File: src/rtl/wb_pkg.sv
// Shared Wishbone request types and sizing helpers
// for the request buffer slice.
package wb_pkg;

  localparam int WB_AW = 32;
  localparam int WB_DW = 32;
  localparam int WB_SW = WB_DW / 8;

  typedef struct packed {
    logic             we;
    logic [WB_AW-1:0] adr;
    logic [WB_SW-1:0] sel;
    logic [WB_DW-1:0] dat;
  } wb_req_t;

  function automatic int cnt_w(input int max);
    return $clog2(max + 1);
  endfunction

endpackage

File: src/rtl/wb_if.sv
// Pipelined Wishbone bus bundle.
// master drives the request, slave drives response and stall.
interface wb_if #(
  parameter int ADDR_WIDTH = 32,
  parameter int DATA_WIDTH = 32
);

  localparam int SW = DATA_WIDTH / 8;

  logic                  cyc;
  logic                  stb;
  logic                  we;
  logic [ADDR_WIDTH-1:0] adr;
  logic [SW-1:0]         sel;
  logic [DATA_WIDTH-1:0] dat_m;
  logic [DATA_WIDTH-1:0] dat_s;
  logic                  ack;
  logic                  err;
  logic                  stall;

  modport master (
    output cyc, stb, we, adr, sel, dat_m,
    input  dat_s, ack, err, stall
  );

  modport slave (
    input  cyc, stb, we, adr, sel, dat_m,
    output dat_s, ack, err, stall
  );

endinterface

File: src/rtl/wb_req_buffer_skid_buf.sv
// Two-entry skid buffer (out_reg + skid_reg), strict FIFO.
// Ports: clk/rst, flush_i, in_valid_i/in_ready_o/in_data_i,
// out_valid_o/out_ready_i/out_data_o. in_ready_o is a flop.
module skid_buf
  import wb_pkg::*;
#(
  parameter type T = wb_req_t
) (
  input  logic clk,
  input  logic rst,
  input  logic flush_i,
  input  logic in_valid_i,
  output logic in_ready_o,
  input  T     in_data_i,
  output logic out_valid_o,
  input  logic out_ready_i,
  output T     out_data_o
);

  logic out_vld_q, out_vld_d;
  logic skid_vld_q, skid_vld_d;
  T     out_q, out_d;
  T     skid_q, skid_d;
  logic pop;

  assign pop = out_vld_q & out_ready_i;

  always_comb begin
    out_vld_d  = out_vld_q;
    skid_vld_d = skid_vld_q;
    out_d      = out_q;
    skid_d     = skid_q;
    if (flush_i) begin
      out_vld_d  = 1'b0;
      skid_vld_d = 1'b0;
    end else if (!out_vld_q || pop) begin
      // skid always drains first so order is kept
      out_vld_d = skid_vld_q | in_valid_i;
      if (skid_vld_q) begin
        out_d      = skid_q;
        skid_vld_d = in_valid_i;
        if (in_valid_i) begin
          skid_d = in_data_i;
        end
      end else if (in_valid_i) begin
        out_d = in_data_i;
      end
    end else if (in_valid_i) begin
      skid_vld_d = 1'b1;
      skid_d     = in_data_i;
    end
  end

  always_ff @(posedge clk) begin
    if (rst) begin
      out_vld_q  <= 1'b0;
      skid_vld_q <= 1'b0;
    end else begin
      out_vld_q  <= out_vld_d;
      skid_vld_q <= skid_vld_d;
    end
  end

  // payload needs no reset, valids qualify it
  always_ff @(posedge clk) begin
    out_q  <= out_d;
    skid_q <= skid_d;
  end

  assign in_ready_o  = ~skid_vld_q;
  assign out_valid_o = out_vld_q;
  assign out_data_o  = out_q;

endmodule

File: src/rtl/wb_req_buffer.sv
// Pipelined Wishbone request buffer: registered request path,
// flop-only up.stall, outstanding cap, unregistered responses.
// Ports: clk, rst (sync, high), up (wb_if.slave), down (wb_if.master).
// ADDR_WIDTH/DATA_WIDTH must match the wb_pkg request widths.
module wb_req_buffer
  import wb_pkg::*;
#(
  parameter int MAX_OUTSTANDING = 4,
  parameter int ADDR_WIDTH      = 32,
  parameter int DATA_WIDTH      = 32
) (
  input  logic clk,
  input  logic rst,
  wb_if.slave  up,
  wb_if.master down
);

  localparam int CW = cnt_w(MAX_OUTSTANDING);
  localparam logic [CW-1:0] MAX_C = CW'(MAX_OUTSTANDING);

  wb_req_t       up_req;
  wb_req_t       out_req;
  logic          out_vld;
  logic          in_rdy;
  logic          stall;
  logic          accept;
  logic          resp;
  logic          dec;
  logic [CW-1:0] cnt_q, cnt_d;

  assign up_req = '{
    we:  up.we,
    adr: up.adr,
    sel: up.sel,
    dat: up.dat_m
  };

  // both terms are flops: no path from down.stall
  assign stall    = ~in_rdy | (cnt_q == MAX_C);
  assign up.stall = stall;
  assign accept   = up.cyc & up.stb & ~stall;

  skid_buf #(
    .T (wb_req_t)
  ) u_skid (
    .clk         (clk),
    .rst         (rst),
    .flush_i     (~up.cyc),
    .in_valid_i  (accept),
    .in_ready_o  (in_rdy),
    .in_data_i   (up_req),
    .out_valid_o (out_vld),
    .out_ready_i (up.cyc & ~down.stall),
    .out_data_o  (out_req)
  );

  assign down.cyc   = up.cyc;
  assign down.stb   = out_vld & up.cyc;
  assign down.we    = out_req.we;
  assign down.adr   = out_req.adr;
  assign down.sel   = out_req.sel;
  assign down.dat_m = out_req.dat;

  assign up.ack   = down.ack & up.cyc;
  assign up.err   = down.err & up.cyc;
  assign up.dat_s = down.dat_s;

  assign resp = down.ack | down.err;
  assign dec  = resp & (cnt_q != '0);

  always_comb begin
    cnt_d = cnt_q;
    if (!up.cyc) begin
      cnt_d = '0;
    end else if (accept && !dec) begin
      cnt_d = cnt_q + CW'(1);
    end else if (dec && !accept) begin
      cnt_d = cnt_q - CW'(1);
    end
  end

  always_ff @(posedge clk) begin
    if (rst) begin
      cnt_q <= '0;
    end else begin
      cnt_q <= cnt_d;
    end
  end

  a_no_acc_stall: assert property (
    @(posedge clk) disable iff (rst)
    !(accept && up.stall));

  a_cnt_max: assert property (
    @(posedge clk) disable iff (rst)
    cnt_q <= MAX_C);

  a_stb_cyc: assert property (
    @(posedge clk) disable iff (rst)
    down.stb |-> down.cyc);

  a_req_stable: assert property (
    @(posedge clk) disable iff (rst)
    (down.stb && down.stall) |=>
    (!down.stb || $stable(out_req)));

  a_no_spurious: assert property (
    @(posedge clk) disable iff (rst)
    (up.cyc && resp) |-> (cnt_q != '0));

endmodule

File: src/flat_wrapper.sv
// flat-port wrapper written by rule: the top's interface ports become plain ports
module wb_req_buffer_flat import wb_pkg::*;
#(
  parameter int MAX_OUTSTANDING = 4,
  parameter int ADDR_WIDTH      = 32,
  parameter int DATA_WIDTH      = 32
)
  (clk, rst, up_cyc, up_stb, up_we, up_adr, up_sel, up_dat_m, up_dat_s, up_ack, up_err, up_stall, down_cyc, down_stb, down_we, down_adr, down_sel, down_dat_m, down_dat_s, down_ack, down_err, down_stall);
  wb_if #(.ADDR_WIDTH(ADDR_WIDTH), .DATA_WIDTH(DATA_WIDTH)) up_i ();
  wb_if #(.ADDR_WIDTH(ADDR_WIDTH), .DATA_WIDTH(DATA_WIDTH)) down_i ();
  input  logic clk;
  input  logic rst;
  input wire logic [$bits(up_i.cyc)-1:0] up_cyc;
  input wire logic [$bits(up_i.stb)-1:0] up_stb;
  input wire logic [$bits(up_i.we)-1:0] up_we;
  input wire logic [$bits(up_i.adr)-1:0] up_adr;
  input wire logic [$bits(up_i.sel)-1:0] up_sel;
  input wire logic [$bits(up_i.dat_m)-1:0] up_dat_m;
  output wire logic [$bits(up_i.dat_s)-1:0] up_dat_s;
  output wire logic [$bits(up_i.ack)-1:0] up_ack;
  output wire logic [$bits(up_i.err)-1:0] up_err;
  output wire logic [$bits(up_i.stall)-1:0] up_stall;
  output wire logic [$bits(down_i.cyc)-1:0] down_cyc;
  output wire logic [$bits(down_i.stb)-1:0] down_stb;
  output wire logic [$bits(down_i.we)-1:0] down_we;
  output wire logic [$bits(down_i.adr)-1:0] down_adr;
  output wire logic [$bits(down_i.sel)-1:0] down_sel;
  output wire logic [$bits(down_i.dat_m)-1:0] down_dat_m;
  input wire logic [$bits(down_i.dat_s)-1:0] down_dat_s;
  input wire logic [$bits(down_i.ack)-1:0] down_ack;
  input wire logic [$bits(down_i.err)-1:0] down_err;
  input wire logic [$bits(down_i.stall)-1:0] down_stall;
  assign up_i.cyc = up_cyc;
  assign up_i.stb = up_stb;
  assign up_i.we = up_we;
  assign up_i.adr = up_adr;
  assign up_i.sel = up_sel;
  assign up_i.dat_m = up_dat_m;
  assign up_dat_s = up_i.dat_s;
  assign up_ack = up_i.ack;
  assign up_err = up_i.err;
  assign up_stall = up_i.stall;
  assign down_cyc = down_i.cyc;
  assign down_stb = down_i.stb;
  assign down_we = down_i.we;
  assign down_adr = down_i.adr;
  assign down_sel = down_i.sel;
  assign down_dat_m = down_i.dat_m;
  assign down_i.dat_s = down_dat_s;
  assign down_i.ack = down_ack;
  assign down_i.err = down_err;
  assign down_i.stall = down_stall;
  wb_req_buffer #(.MAX_OUTSTANDING(MAX_OUTSTANDING), .ADDR_WIDTH(ADDR_WIDTH), .DATA_WIDTH(DATA_WIDTH)) u_core (.clk(clk), .rst(rst), .up(up_i), .down(down_i));
endmodule
File: config.mk
export PLATFORM = sky130hd
export DESIGN_NAME = wb_req_buffer_flat
export DESIGN_NICKNAME = d
export VERILOG_FILES = /design/src/rtl/wb_pkg.sv /design/src/rtl/wb_if.sv /design/src/rtl/wb_req_buffer_skid_buf.sv /design/src/rtl/wb_req_buffer.sv /design/src/flat_wrapper.sv
export SDC_FILE = /design/constraint.sdc
export NUM_CORES = 1
export LEC_CHECK = 0
export CORE_MARGIN = 2
export CORE_UTILIZATION = 47
export CTS_CLUSTER_SIZE = 10
export DETAILED_ROUTE_END_ITERATION = 16
export GPL_TIMING_DRIVEN = 1
export PLACE_DENSITY = 0.85
export SLEW_MARGIN = 0
export SYNTH_ARGS = -nofsm -noshare
export SYNTH_HDL_FRONTEND = slang
export SYNTH_SLANG_ARGS = --single-unit
File: constraint.sdc
create_clock -name clk -period 11.4 [get_ports clk]
set_clock_uncertainty 0.1 [all_clocks]
set_input_delay 1.14 -clock clk [delete_from_list [all_inputs] [get_ports clk]]
set_output_delay 1.14 -clock clk [all_outputs]
set_load 0.01 [all_outputs]
# ---- Word-level counts from Yosys, hierarchy flattened
# Index checks and enable logic that the tools add are counted.
# Widths: inputs -> output; s select.
dict set report classes {
  bitwise 14
  reduce_logical 13
  add_sub_neg 2
  muxes 10
  eq_ne 2
}
# op count
set op_table {}
lappend op_table {{$mux 69} 5}
lappend op_table {{$and 1x1->1} 8}
lappend op_table {{$mux 3} 2}
lappend op_table {{$reduce_bool 2->1} 3}
lappend op_table {{$add 3x1->3 const B} 1}
lappend op_table {{$eq 3x3->1 const B} 1}
lappend op_table {{$logic_not 1->1} 3}
lappend op_table {{$mux 1} 3}
lappend op_table {{$not 1->1} 3}
lappend op_table {{$or 1x1->1} 3}
lappend op_table {{$reduce_and 3->1} 1}
lappend op_table {{$reduce_bool 3->1} 1}
lappend op_table {{$sub 3x1->3 const B} 1}
lappend op_table {{$logic_and 1x1->1} 2}
lappend op_table {{$ne 2x2->1 const B} 1}
lappend op_table {{$reduce_and 2->1} 1}
lappend op_table {{$reduce_or 2->1} 1}
lappend op_table {{$logic_or 1x1->1} 1}
dict set report word_totals {
  ff_bits 143
  inputBits 108
}

# ---- Logic depth before layout (Yosys ltp)
dict set report logic_depth {
  word_depth 8
  depth_mapped 8
  depth_no_buf 8
}

# ---- By module
# From an unflattened synthesis, not the netlist that was laid out.
dict set report hier_totals {
  cells_unflattened 286
  area_unflattened_um2 5561.6
}
# module area_per_inst_um2 cells_each seq_area_each_um2 instances
set by_module_without_submodules {}
lappend by_module_without_submodules {skid_buf 5104.9 228 4184.0 1}
lappend by_module_without_submodules {wb_req_buffer 456.7 58 60.1 1}

# ---- Worst setup path before layout
# OpenSTA, ideal clock, no wires.
dict set report synth_path {
  kind {input-to-reg}
  from {input up_cyc}
  to {register u_core.u_skid.out_q (netlist bit u_core.u_skid.out_data_o[0]) (enable)}
  path_buffers 0
  slack_ps 6493
  t_arrival_ps 4309
  cell_stages 3
  setup_time_ps 498
  path_cell_list {nand2_1 o21ba_2 nor2_1}
}
dict set report synth_between {
  elab_chain_cells 4
}
# element line_no
set synth_rtl {}
lappend synth_rtl {{start: declaration} flat_wrapper.sv:13} ;# input wire logic [$bits(up_i.cyc)-1:0] up_cyc;
lappend synth_rtl {{$and 1x1->1, on equally long branches} {wb_req_buffer.sv:41, wb_req_buffer.sv:53}}
lappend synth_rtl {{$and 1x1->1, on equally long branches} {wb_req_buffer.sv:41, wb_req_buffer_skid_buf.sv:26}}
lappend synth_rtl {{$reduce_bool 2->1 (no line) or $logic_or 1x1->1 (tied branches)} -}
lappend synth_rtl {{$reduce_and 3->1 (no line) (*)} -}
lappend synth_rtl {{end signal: assignment} wb_req_buffer_skid_buf.sv:66} ;# out_q <= out_d;
lappend synth_rtl {{end: declaration} wb_req_buffer_skid_buf.sv:22} ;# T out_q, out_d;
# Mark *: on every way between the ends. The rest lies on a longest branch, timed or not.
# A chain may end at the register's enable or synchronous reset.

# ---- Worst setup path after layout
dict set report layout_path {
  from {input up_cyc}
  to {output down_stb}
}
dict set report layout_between {
  elab_chain_cells 1
}
# element line_no
set layout_rtl {}
lappend layout_rtl {{$and 1x1->1} wb_req_buffer.sv:58} ;# assign down.stb = out_vld & up.cyc;
lappend layout_rtl {{end: declaration} flat_wrapper.sv:24} ;# output wire logic [$bits(down_i.stb)-1:0] down_stb;
# Every way passes these cells.

==> results.json <==
{
  "vias": 2870,
  "tns_ns": 0,
  "die_w_um": 113,
  "powerDensity_mw_per_mm2": 163,
  "critPathMaxStageDelay_ns": 0.59,
  "fin_crit_ns": 3.67,
  "yosysTopAreaCell": "edfxtp_1",
  "clock-sinks": 143,
  "fmax_ghz": 0.272,
  "die_h_um": 113,
  "final_cell_mix": "149 x clkdlybuf4s50_1, 138 x edfxtp_1, 63 x mux2_2",
  "critPathArrivalTime_ns": 2.43,
  "synth_cell_types": 26,
  "grt_pass1_vias": 3047,
  "p_clk_frac": 0.441,
  "diodes": 0,
  "drive_above_1_share": 0.227,
  "synthCells": 281,
  "leakage_nw": 2.50,
  "dp_slack_ns": 7.75,
  "synth_area_leaders": "edfxtp_1 75%, mux2_2 13%, buf_4 4.5%",
  "p_comb_frac": 0.070,
  "hpwl_um": 6770,
  "numCtsBuffers": 17,
  "seq_area_frac_synth": 0.764,
  "core_area_mm2": 0.0115,
  "cp_slowest_cell": "clkdlybuf4s50_1",
  "critical_path.most_common_cell": "clkdlybuf4s50_1",
  "ioPinCount": 214,
  "fin_util": 0.653,
  "fin_crit_sh": 0.322,
  "power_switching_share": 0.189,
  "synth_seq_cells": 143,
  "p_int_mw": 0.986,
  "ctsResizeCount": 0,
  "antenna_found_initial": 0,
  "die_area_mm2": 0.0127,
  "first_iter_violations": 141,
  "num_rows": 39,
  "final_common_cell": "clkdlybuf4s50_1",
  "startpoint_type": "input pin",
  "setup_viol": 0,
  "viasPerCell": 5.08,
  "yosysWarnings": 0,
  "criticalPathCategory": "input pin to primary output",
  "p_sw_mw": 0.230,
  "wl_um": 10400,
  "path_max_fanout": 8,
  "start_util": 0.485,
  "worst_pin_slew_ns": 0.965,
  "first_pass_iters": 4,
  "hold_viol_final": 0,
  "cts_max_level": 4,
  "cap_violations": 0,
  "syn-cell-area_mm2": 0.00556,
  "avgSynthCellArea_um2": 19.8,
  "syn_nets": 391,
  "path_clk_slew_ns": 0.06,
  "gp_congestion": 0.710,
  "wire_per_inst_um": 18.4,
  "finalNetCount": 519,
  "cp.required_ns": 10.16,
  "rsz0062_at_grt": "false",
  "ir_drop_mv": 0.0817,
  "ant_nets": 0,
  "path_cells": "clkdlybuf4s50_1 > and2_1 > clkdlybuf4s50_1",
  "cts_tree": "built",
  "fin_ws_ns": 7.73,
  "clkLatencyLatePin_ns": 0.40,
  "cts_setup_buffers": 0,
  "drc": 0,
  "root_buffer": "clkbuf_16",
  "grt_pass1_wl_um": 15900,
  "relSlewSlack": 0.357,
  "worst_setup_path_end_kind": "primary output",
  "ctsHoldBuffers": 0,
  "synth_top_area_frac": 0.746,
  "cts_buffer_depth": 2,
  "run_status": "finished clean",
  "slew_violations": 0,
  "grt_max_degree": 73,
  "port_buffers": 149,
  "seqPwrFrac": 0.490,
  "grt_overflow": 0,
  "hp-class": "flop to flop",
  "grt_use_total": 0.166,
  "areaGrowthSynthToFinish_pct": 34.6
}
-- metal layers --
layer	wire length, um	up-vias	global-route usage
li1	-	1304	-
met1	4180	1417	0.191
met2	5280	113	0.273
met3	654	36	0.0562
met4	293	0	0.0935
met5	0	-	0
-- cells in the mapped netlist (all sizes together) --
master  instances
edfxtp        138
mux2           69
buf            41
dfxtp           5
and2            3
nand2           3
nor2            3
a21oi           2
nor3            2
xor2            2
and3            1
fa              1
ha              1
inv             1
mux2i           1
nand2b          1
nor3b           1
o21ai           1
o21ba           1
o32ai           1
or2             1
or2b            1
or3             1
-- area by class of cell --
type,count,area (um^2)
Clock buffer,24,452
Clock inverter,8,118
Fill cell,799,3980
Inverter,1,3.75
Multi-Input combinational cell,96,985
Sequential cell,143,4250
Tap cell,143,179
Timing Repair Buffer,150,1500
-- through the flow --
stage	total power, mW	hold slack, ns	std cells	area [um^2]
global placement	0.687	0.386	533	6910
CTS	1.23	0.415	565	7480
global route	1.26	0.455	565	7480
floorplan	0.649	0.365	281	5560
finish	1.22	0.411	565	7480
detailed placement	0.692	0.406	533	6910
-- worst max-delay path: cells and delay by family --
kind | cells | cell delay, ns
buffers and inverters | 2 | 1.12
and+or+nand+nor | 1 | 0.17
-- sequential cells by signal (all words and copies together), names as in the netlist --
| signal | flops |
|---|---|
| u_core.u_skid.out_data_o | 69 |
| u_core.u_skid.skid_q | 69 |
| u_core.cnt_q | 3 |
| u_core.u_skid.out_valid_o | 1 |
| u_core.u_skid.skid_vld_q | 1 |
-- power by group through the flow --
stage / logic (mW) / clock network, mW / registers [mW]
5_1_grt: 0.0910 / 0.568 / 0.597
2_1_floorplan: 0.0385 / 0 / 0.611
6_report: 0.0848 / 0.536 / 0.595
3_5_place_dp: 0.0851 / 0 / 0.606
4_1_cts: 0.0860 / 0.547 / 0.596
3_3_place_gp: 0.0815 / 0 / 0.606
-- cells by family (layout without fill, tap and decap cells) --
logic type      Yosys count  in the layout  synth area share
simple gates             17             17            0.0182
fa+ha+maj                 2              2           0.00585
buf+inv                  42            183            0.0615
xor+xnor                  2              2           0.00315
mux                      70             70             0.142
flops                   143            143             0.764
compound gates            5              5           0.00608
-- final timing paths --
kind,slack (ns),startpoint,to,cells past startpoint
min reg2reg,0.41,u_core.cnt_q[2],u_core.cnt_q[2],2
max,7.73,up_cyc,down_stb,3
max reg2reg,8.79,u_core.u_skid.skid_vld_q,u_core.u_skid.out_data_o[37],3
min,0.41,u_core.cnt_q[2],u_core.cnt_q[2],2
No activity file was read; power rests on OpenSTA's default activity.
